==> src/rtl/output_io_ser.sv <==
// output_io_ser
//   Output-direction pad cell. It takes parallel words from the fabric over a
//   valid/ready handshake and shifts them out LSB first onto a registered pad
//   output, with a registered output enable. In "out_reg" mode it acts as a
//   plain 1-bit registered output with no serialization.
//
// Parameters
//   MODE       "out_ser" (serializer) or "out_reg" (1-bit registered output)
//   WIDTH      word width in out_ser mode, legal range 2..8
//   IDLE_LEVEL PAD_O level while no word is being shifted
//
// Ports
//   IQC        in   fabric clock, all state on the rising edge
//   QRT_N      in   asynchronous active-low reset
//   F2A_DATA   in   word to transmit, bit 0 goes out first
//   F2A_VALID  in   F2A_DATA is valid
//   F2A_READY  out  cell accepts a word on this cycle's rising edge
//   F2A_OE     in   requested pad output enable
//   PAD_O      out  registered pad data
//   PAD_OE     out  registered pad output enable
//   BUSY       out  a word is currently being shifted (state == SHIFT)
//
// Handshake: a word is transferred on a rising edge of IQC where
// F2A_VALID && F2A_READY. F2A_READY never depends on F2A_VALID, and a
// word held with F2A_VALID high while F2A_READY is low is neither taken
// nor lost; it goes on the next edge where F2A_READY is high.
module output_io_ser #(
  parameter string MODE       = "out_ser",
  parameter int    WIDTH      = 4,
  parameter logic  IDLE_LEVEL = 1'b0
) (
  input  logic             IQC,
  input  logic             QRT_N,
  input  logic [WIDTH-1:0] F2A_DATA,
  input  logic             F2A_VALID,
  output logic             F2A_READY,
  input  logic             F2A_OE,
  output logic             PAD_O,
  output logic             PAD_OE,
  output logic             BUSY
);

  localparam bit              IS_SER   = (MODE == "out_ser");
  localparam int              CW       = $clog2(WIDTH);
  localparam logic [CW-1:0]   LAST_CNT = CW'(WIDTH - 1);

  typedef enum logic {
    ST_IDLE  = 1'b0,
    ST_SHIFT = 1'b1
  } state_t;

  state_t           r_state;
  state_t           w_state_nxt;
  logic [CW-1:0]    r_cnt;
  logic [CW-1:0]    w_cnt_nxt;
  logic [WIDTH-1:0] r_shift;
  logic [WIDTH-1:0] w_shift_nxt;
  logic             r_pad_o;
  logic             w_pad_o_nxt;
  logic             r_pad_oe;
  logic             w_pad_oe_nxt;
  logic             w_ready;
  logic             w_accept;
  logic             w_last_bit;

  // The last bit of the current word is on the pad; this is the only cycle
  // during SHIFT in which a new word may be taken.
  assign w_last_bit = (r_state == ST_SHIFT) && (r_cnt == LAST_CNT);

  // READY is forced low while reset is held so nothing upstream believes a
  // word was taken by a cell that is being cleared.
  always_comb begin
    w_ready = 1'b0;
    if (QRT_N) begin
      if (!IS_SER) begin
        w_ready = 1'b1;
      end else begin
        w_ready = (r_state == ST_IDLE) || w_last_bit;
      end
    end
  end

  assign w_accept = F2A_VALID && w_ready;

  // Next-state / datapath logic. Defaults hold every register.
  always_comb begin
    w_state_nxt  = r_state;
    w_cnt_nxt    = r_cnt;
    w_shift_nxt  = r_shift;
    w_pad_o_nxt  = r_pad_o;
    w_pad_oe_nxt = r_pad_oe;

    if (!IS_SER) begin
      // Registered pass-through: state, counter and shifter stay idle.
      if (w_accept) begin
        w_pad_o_nxt  = F2A_DATA[0];
        w_pad_oe_nxt = F2A_OE;
      end
    end else begin
      if (w_accept) begin
        // Load path shared by IDLE and the last-bit cycle of SHIFT, which
        // gives back-to-back words with no idle bit in between.
        w_state_nxt  = ST_SHIFT;
        w_cnt_nxt    = '0;
        w_shift_nxt  = F2A_DATA;
        w_pad_o_nxt  = F2A_DATA[0];
        w_pad_oe_nxt = F2A_OE;
      end else if (r_state == ST_IDLE || w_last_bit) begin
        // Idle (or word finished with nothing queued): pad rests at the
        // idle level and OE tracks the request one cycle late.
        w_state_nxt  = ST_IDLE;
        w_cnt_nxt    = '0;
        w_pad_o_nxt  = IDLE_LEVEL;
        w_pad_oe_nxt = F2A_OE;
      end else begin
        // Mid-word: shift right so the next bit is always at index 1.
        // OE is deliberately held at the value captured on accept.
        w_cnt_nxt   = r_cnt + CW'(1);
        w_shift_nxt = r_shift >> 1;
        w_pad_o_nxt = r_shift[1];
      end
    end
  end

  always_ff @(posedge IQC or negedge QRT_N) begin
    if (!QRT_N) begin
      r_state  <= ST_IDLE;
      r_cnt    <= '0;
      r_shift  <= '0;
      r_pad_o  <= IDLE_LEVEL;
      r_pad_oe <= 1'b0;
    end else begin
      r_state  <= w_state_nxt;
      r_cnt    <= w_cnt_nxt;
      r_shift  <= w_shift_nxt;
      r_pad_o  <= w_pad_o_nxt;
      r_pad_oe <= w_pad_oe_nxt;
    end
  end

  assign F2A_READY = w_ready;
  assign PAD_O     = r_pad_o;
  assign PAD_OE    = r_pad_oe;
  assign BUSY      = (r_state == ST_SHIFT);

endmodule

==> config.mk <==
export PLATFORM = sky130hd
export DESIGN_NAME = output_io_ser
export DESIGN_NICKNAME = d
export VERILOG_FILES = /design/src/rtl/output_io_ser.sv
export SDC_FILE = /design/constraint.sdc
export NUM_CORES = 1
export LEC_CHECK = 0
export CAP_MARGIN = 10
export CORE_AREA = 2 2 39 41
export CTS_CLUSTER_SIZE = 40
export DETAILED_ROUTE_END_ITERATION = 10
export DIE_AREA = 0 0 41 43
export PLACE_DENSITY_LB_ADDON = 0.3
export SYNTH_ARGS = -nofsm -noshare
export SYNTH_HDL_FRONTEND = slang
export SYNTH_SLANG_ARGS = --single-unit
==> constraint.sdc <==
create_clock -name IQC -period 1.7 [get_ports IQC]
set_clock_uncertainty 0.2 [all_clocks]
set_input_delay 0.425 -clock IQC [delete_from_list [all_inputs] [get_ports IQC]]
set_output_delay 0.425 -clock IQC [all_outputs]
set_load 0.005 [all_outputs]
==> metrics.md, run 1 <==
| Metric | Value |
|---|---|
| Rel. slew slack | 86.2% |
| Worst-Skew Late Latency | 250 ps |
| Fraction of layout cells with a size suffix above 1 | 37.7% |
| First-pass detailed-route iteration total | 2 |
| Yosys warnings | 0 |
| Post-synthesis sequential area ratio | 52.1% |
| Max VDD drop | 544 uV |
| Wire per inst | 11.3 um |
| Cell Rows | 14 |
| Clock transition at path regs | 50 ps |
| Syn Nets | 41 |
| Most common cell in the netlist | dfrtp_1 |
| Fin worst setup slack | -132 ps |
| RSZ-0062 raised after global routing | yes |
| Post-Synthesis Cells | 32 |
| Critical Path Fanout Max | 2 |
| Filler cells | 148 |
| Worst min path class | reg2reg |
| PD cells | 1580 nW/um^2 |
| Die Height | 43 um |
| Post-synthesis register bit count | 8 |
| Bufs on Longest Clock Path | 2 |
| Initial Util | 27.8% |
| Least-Margin Pin Slew | 206 ps |
| Root buf cell | clkbuf_4 |
| FFs w/ async S/R, synth | 100% |
| Startpoint type of the worst setup path | flop |
| PortBufs | 11 |
| WL final | 782 um |
| Final Slew Violations | 0 |
| Worst EP required | 1070 ps |
| Final global-route overflow total | 0 |
| Final period utilization | 108% |
| Number of flops mapped to enable cells by yosys | 0 |
| H-tree levels | 1 |
| TritonCTS buffer count | 3 |
| Worst slack at placement | -458 ps |
| Area Overhead vs Synth | 54.4% |
| Worst hold slack | 296 ps |
| Layout Utilization | 42.9% |
| Final Power | 0.940 mW |
| Die X-Extent | 41 um |
| Crit. End Element | primary output |
| Largest area contributor in the netlist | dfrtp_1 |
| Post-Syn Area | 384 sq um |
| Drt drc | 0 |
| Max-cap viol count | 0 |
| Synth top area share | 52.1% |
| GRT Overall Usage | 10.7% |
| CTS sink cnt | 8 |
| Number of distinct library cells after synthesis | 17 |
| Synth area leaders | dfrtp_1, mux2_4, a21bo_2 |
| Vias after detailed routing | 321 |
| TNS Setup | -132 ps |
| # nets final | 64 |
| Largest net degree at the start of global routing | 17 |
| Initial antenna violation count | 0 |
| DRT iter0 DRCs | 6 |
| Critical path type | reg2out |
| Hold_buf cts | 0 |
| Fmax | 0.546 GHz |
| First-pass GRT wire length | 1190 um |
| Vias in the first global route | 288 |
| Violated checks | setup timing |
| Mean Syn Cell Area | 12.0 sq um |
| DR vias/cell | 4.65 |
| Arrival time worst endpoint | 1210 ps |
| Final min period | 1830 ps |
| Die Area | 1760 sq um |
| IO Pins | 12 |
| GPL Wtd Cong | 0.624 |
| Leakage | 0.294 nW |
| Detail Route Antenna Nets | 0 |
| Core area | 1380 sq um |
| Final hold vios | 0 |
| Top FF cell, synth | dfrtp_1 |
| # diodes | 0 |
| CTS tree | built |
| Finish-stage setup viols | 1 |
| Status | finished, violations left |
-- placed cells by master, fill, tap and decap left out --
cell type	instances
a21bo_2	2
clkbuf_4	3
dfrtp_1	8
dlygate4sd2_1	2
nand2_1	2
nand2b_4	1
nor3b_1	2
inv_1	1
mux2_4	2
a21boi_0	1
nor2_1	2
dlymetal6s2s_1	1
nand3_1	2
buf_4	9
buf_6	1
o21a_1	1
and3_1	2
ha_2	1
clkdlybuf4s50_1	7
a31oi_1	2
and2_4	1
-- through the flow --
stage | instances | cell area [sq um]
2_1_floorplan | 32 | 384
3_3_place_gp | 62 | 536
3_5_place_dp | 62 | 536
4_1_cts | 67 | 576
5_1_grt | 69 | 593
6_report | 69 | 593
-- power by group --
group / switching [mW] / internal [mW]
sequential: 0.0375 / 0.276
clock: 0.0638 / 0.0808
combinational: 0.171 / 0.310
-- layer usage --
| metal | share of wire [%] | track usage (%) | vias to the layer above |
|---|---|---|---|
| met3 | 5.8 | 4.71 | 2 |
| met4 | 0.51 | 8.00 | 0 |
| li1 | - | - | 154 |
| met1 | 44 | 12.5 | 159 |
| met2 | 50 | 14.7 | 6 |
| met5 | 0 | 0 | - |
-- flip-flops by register name, indices dropped and copies added, names as in the netlist --
register and cells:
r_shift 3, PAD_O 1, BUSY 1, PAD_OE 1, r_cnt 2
-- logic make-up after synthesis --
group | count (synthesis) | share of synthesized area [%]
muxes | 2 | 7.82
and+or+nand+nor | 12 | 19.2
buffers and inverters | 3 | 5.21
DFF | 8 | 52.1
AOI/OAI and AO/OA | 6 | 12.4
adders and majority gates | 1 | 3.26
-- worst max-delay path, cell delays in order (launching register included) --
cell and delay [ps]:
dfrtp_1 390, ha_2 200, nand2b_4 130, and2_4 130
buf_6 100
-- worst paths after layout --
kind,start,end,slack [ps],depth (start not counted)
worst max-delay path,r_cnt[0]$_DFF_PN0_,F2A_READY,-130,4
worst min register to register,r_shift[1]$_DFFE_PN0P_,PAD_O$_DFF_PN0_,300,1
max in group asynchronous,QRT_N,PAD_OE$_DFFE_PN0P_,810,2
worst max register to register,r_cnt[0]$_DFF_PN0_,PAD_OE$_DFFE_PN0P_,210,4
min in group asynchronous,QRT_N,r_shift[2]$_DFFE_PN0P_,330,2
worst min-delay path,r_shift[1]$_DFFE_PN0P_,PAD_O$_DFF_PN0_,300,1
-- layout make-up --
cell class                      count  area (sq um)  area share (%)
Clock buffer                        3          22.5            3.80
Inverter                            1          3.75           0.633
Multi-Input combinational cell     21           168            28.3
Sequential cell                     8           200            33.8
Tap cell                           16          20.0            3.38
Timing Repair Buffer               20           179            30.2
-- timing repair --
item                       CTS  global route
buffers inserted             2             2
resized for setup            9             1
cloned                       0             0
setup endpoints to repair    3             2
pin swaps                    2             1
Note: power is estimated with default switching activity, not from simulation.
==> run 2, diff against run 1 <==
Settings changed: CTS_CLUSTER_SIZE 40 to default, SETUP_SLACK_MARGIN from default to 0.02.
Clock period 1.7 ns to 2.3 ns, I/O delays scaled along.
==> run 2 against run 1 <==
  * The flow now finishes without violations
  * Sequential power down 24%
  * Core utilization down 4.1 points
  * Worst setup slack better by 230 ps
  * Hold slack worse by 58 ps
  * Wire length down 12%
  * Combinational power down 41%
  * Cell count down 10%
  * Largest power group unchanged
==> metrics.md, run 2 (same netlist as run 1, synthesis figures left out) <==
| Metric | Value |
|---|---|
| Die Area | 1760 sq um |
| First-pass detailed-route iteration total | 2 |
| IO Pins | 12 |
| Final period utilization | 95.6% |
| Fmax | 0.455 GHz |
| Area Overhead vs Synth | 39.7% |
| Worst Path Buf+Inv | 2 |
| H-tree levels | 1 |
| GRT Overall Usage | 10.9% |
| Hold_buf cts | 0 |
| Final global-route overflow total | 0 |
| Vias after detailed routing | 282 |
| Status | complete, no violations |
| TNS Setup | 0 ps |
| Sw frac | 29.2% |
| Die X-Extent | 41 um |
| Initial Util | 27.8% |
| RSZ-0062 raised after global routing | no |
| PD cells | 1170 nW/um^2 |
| Critical Path Fanout Max | 2 |
| Drt drc | 0 |
| First-pass GRT wire length | 1200 um |
| CTS sink cnt | 8 |
| Worst EP required | 1520 ps |
| Clock transition at path regs | 50 ps |
| Commonest non-fill, non-tap cell in the layout | clkdlybuf4s50_1 |
| Critical path depth in cells | 3 |
| Bufs on Longest Clock Path | 2 |
| Finish-stage setup viols | 0 |
| Vias in the first global route | 274 |
| DRT iter0 DRCs | 1 |
| Worst-Skew Late Latency | 260 ps |
| Top flop regs | r_shift: 3 flops, r_cnt: 2 flops |
| Worst R2R Path Depth | 4 |
| Largest reg by FF count | r_shift |
| Least-Margin Pin Slew | 267 ps |
| Layout Utilization | 38.8% |
| Final HPWL DP | 488 um |
| Core area | 1380 sq um |
| Combinational fraction of design power | 45.2% |
| Max FFs per register | 3 |
| DR vias/cell | 4.55 |
| Worst stage delay on the critical path | 420 ps |
| Die Height | 43 um |
| Crit. End Element | primary output |
| Most frequent cells in the layout | clkdlybuf4s50_1, dfrtp_1, clkbuf_4 |
| CTS tree | built |
| Leakage | 0.246 nW |
| Max-cap viol count | 0 |
| Final hold vios | 0 |
| WL final | 686 um |
| # nets final | 57 |
| Worst min path class | reg2reg |
| Slowest stage cell, crit path | clkdlybuf4s50_1 |
| Wire per inst | 11.1 um |
| Final min period | 2200 ps |
| Max VDD drop | 430 uV |
| Int Power | 0.446 mW |
| PortBufs | 11 |
| Startpoint type of the worst setup path | primary input |
| Worst hold slack | 238 ps |
| Reg power frac | 37.7% |
| Clock share of power | 17.1% |
| Final Slew Violations | 0 |
| Crit path max-delay family | buffers and inverters |
| Rel. slew slack | 82.1% |
| Root buf cell | clkbuf_4 |
| Cell Rows | 14 |
| Critical path type | in2out |
| Fraction of layout cells with a size suffix above 1 | 26.1% |
| Initial antenna violation count | 0 |
| Detail Route Antenna Nets | 0 |
| Arrival time worst endpoint | 1420 ps |
| # diodes | 0 |
| TritonCTS buffer count | 3 |
| Hold path depth | 1 |
| Largest net degree at the start of global routing | 17 |
| NetSw | 0.184 mW |
| GPL Wtd Cong | 0.565 |
| Worst-path cell chain | clkdlybuf4s50_1 > and2_2 > dlygate4sd2_1 |
-- run 2: cell types whose count changed in the layout (fill, tap and decap cells not counted), sizes merged --
cell / change
buf: -8
clkdlybuf4s50: +3
dlygate4sd2: -1
dlymetal6s2s: -1
-- run 2: power by group through the flow --
| stage | clock, mW | combinational (mW) | sequential (mW) |
|---|---|---|---|
| 2_1_floorplan | 0 | 0.193 | 0.237 |
| 3_3_place_gp | 0 | 0.287 | 0.240 |
| 3_5_place_dp | 0 | 0.291 | 0.240 |
| 4_1_cts | 0.115 | 0.288 | 0.238 |
| 5_1_grt | 0.130 | 0.311 | 0.244 |
| 6_report | 0.108 | 0.285 | 0.238 |
-- run 2: worst paths after layout --
check / startpoint / endpoint / slack (ps)
max in group asynchronous: QRT_N / r_cnt[0]$_DFF_PN0_ / 1290
setup reg to reg: r_cnt[0]$_DFF_PN0_ / PAD_OE$_DFFE_PN0P_ / 820
min in group asynchronous: QRT_N / PAD_O$_DFF_PN0_ / 450
hold / removal: r_cnt[0]$_DFF_PN0_ / r_cnt[0]$_DFF_PN0_ / 240
hold reg to reg: r_cnt[0]$_DFF_PN0_ / r_cnt[0]$_DFF_PN0_ / 240
setup / recovery: QRT_N / F2A_READY / 100
-- run 2: per-stage QoR --
step                      instance area, sq um  power, mW  cells  worst slack, ps
after floorplan                            384      0.430     32              505
after global placement                     513      0.528     59             -166
after detailed placement                   513      0.530     59             -167
after CTS                                  534      0.640     62             62.0
after global routing                       537      0.685     62             50.0
final                                      537      0.630     62              100
-- run 2: area by class of cell --
class	instances	area [sq um]
fillers	146	847
flip-flops and latches	8	200
multi-input cells	21	166
repair buffers	13	124
clock buffers	3	22.5
well taps	16	20.0
inverters	1	3.75
-- run 2: what timing repair did --
action                                  CTS  global route
endpoints found under the setup margin    1             1
setup buffers                             0             0
gates resized for setup                   1             1
-- run 2: metal layers --
| metal | track usage [%] | share of wire, % |
|---|---|---|
| met5 | 0 | 0 |
| met4 | 4.00 | 1.2 |
| met3 | 9.42 | 9.2 |
| met2 | 12.8 | 46 |
| met1 | 14.0 | 43 |
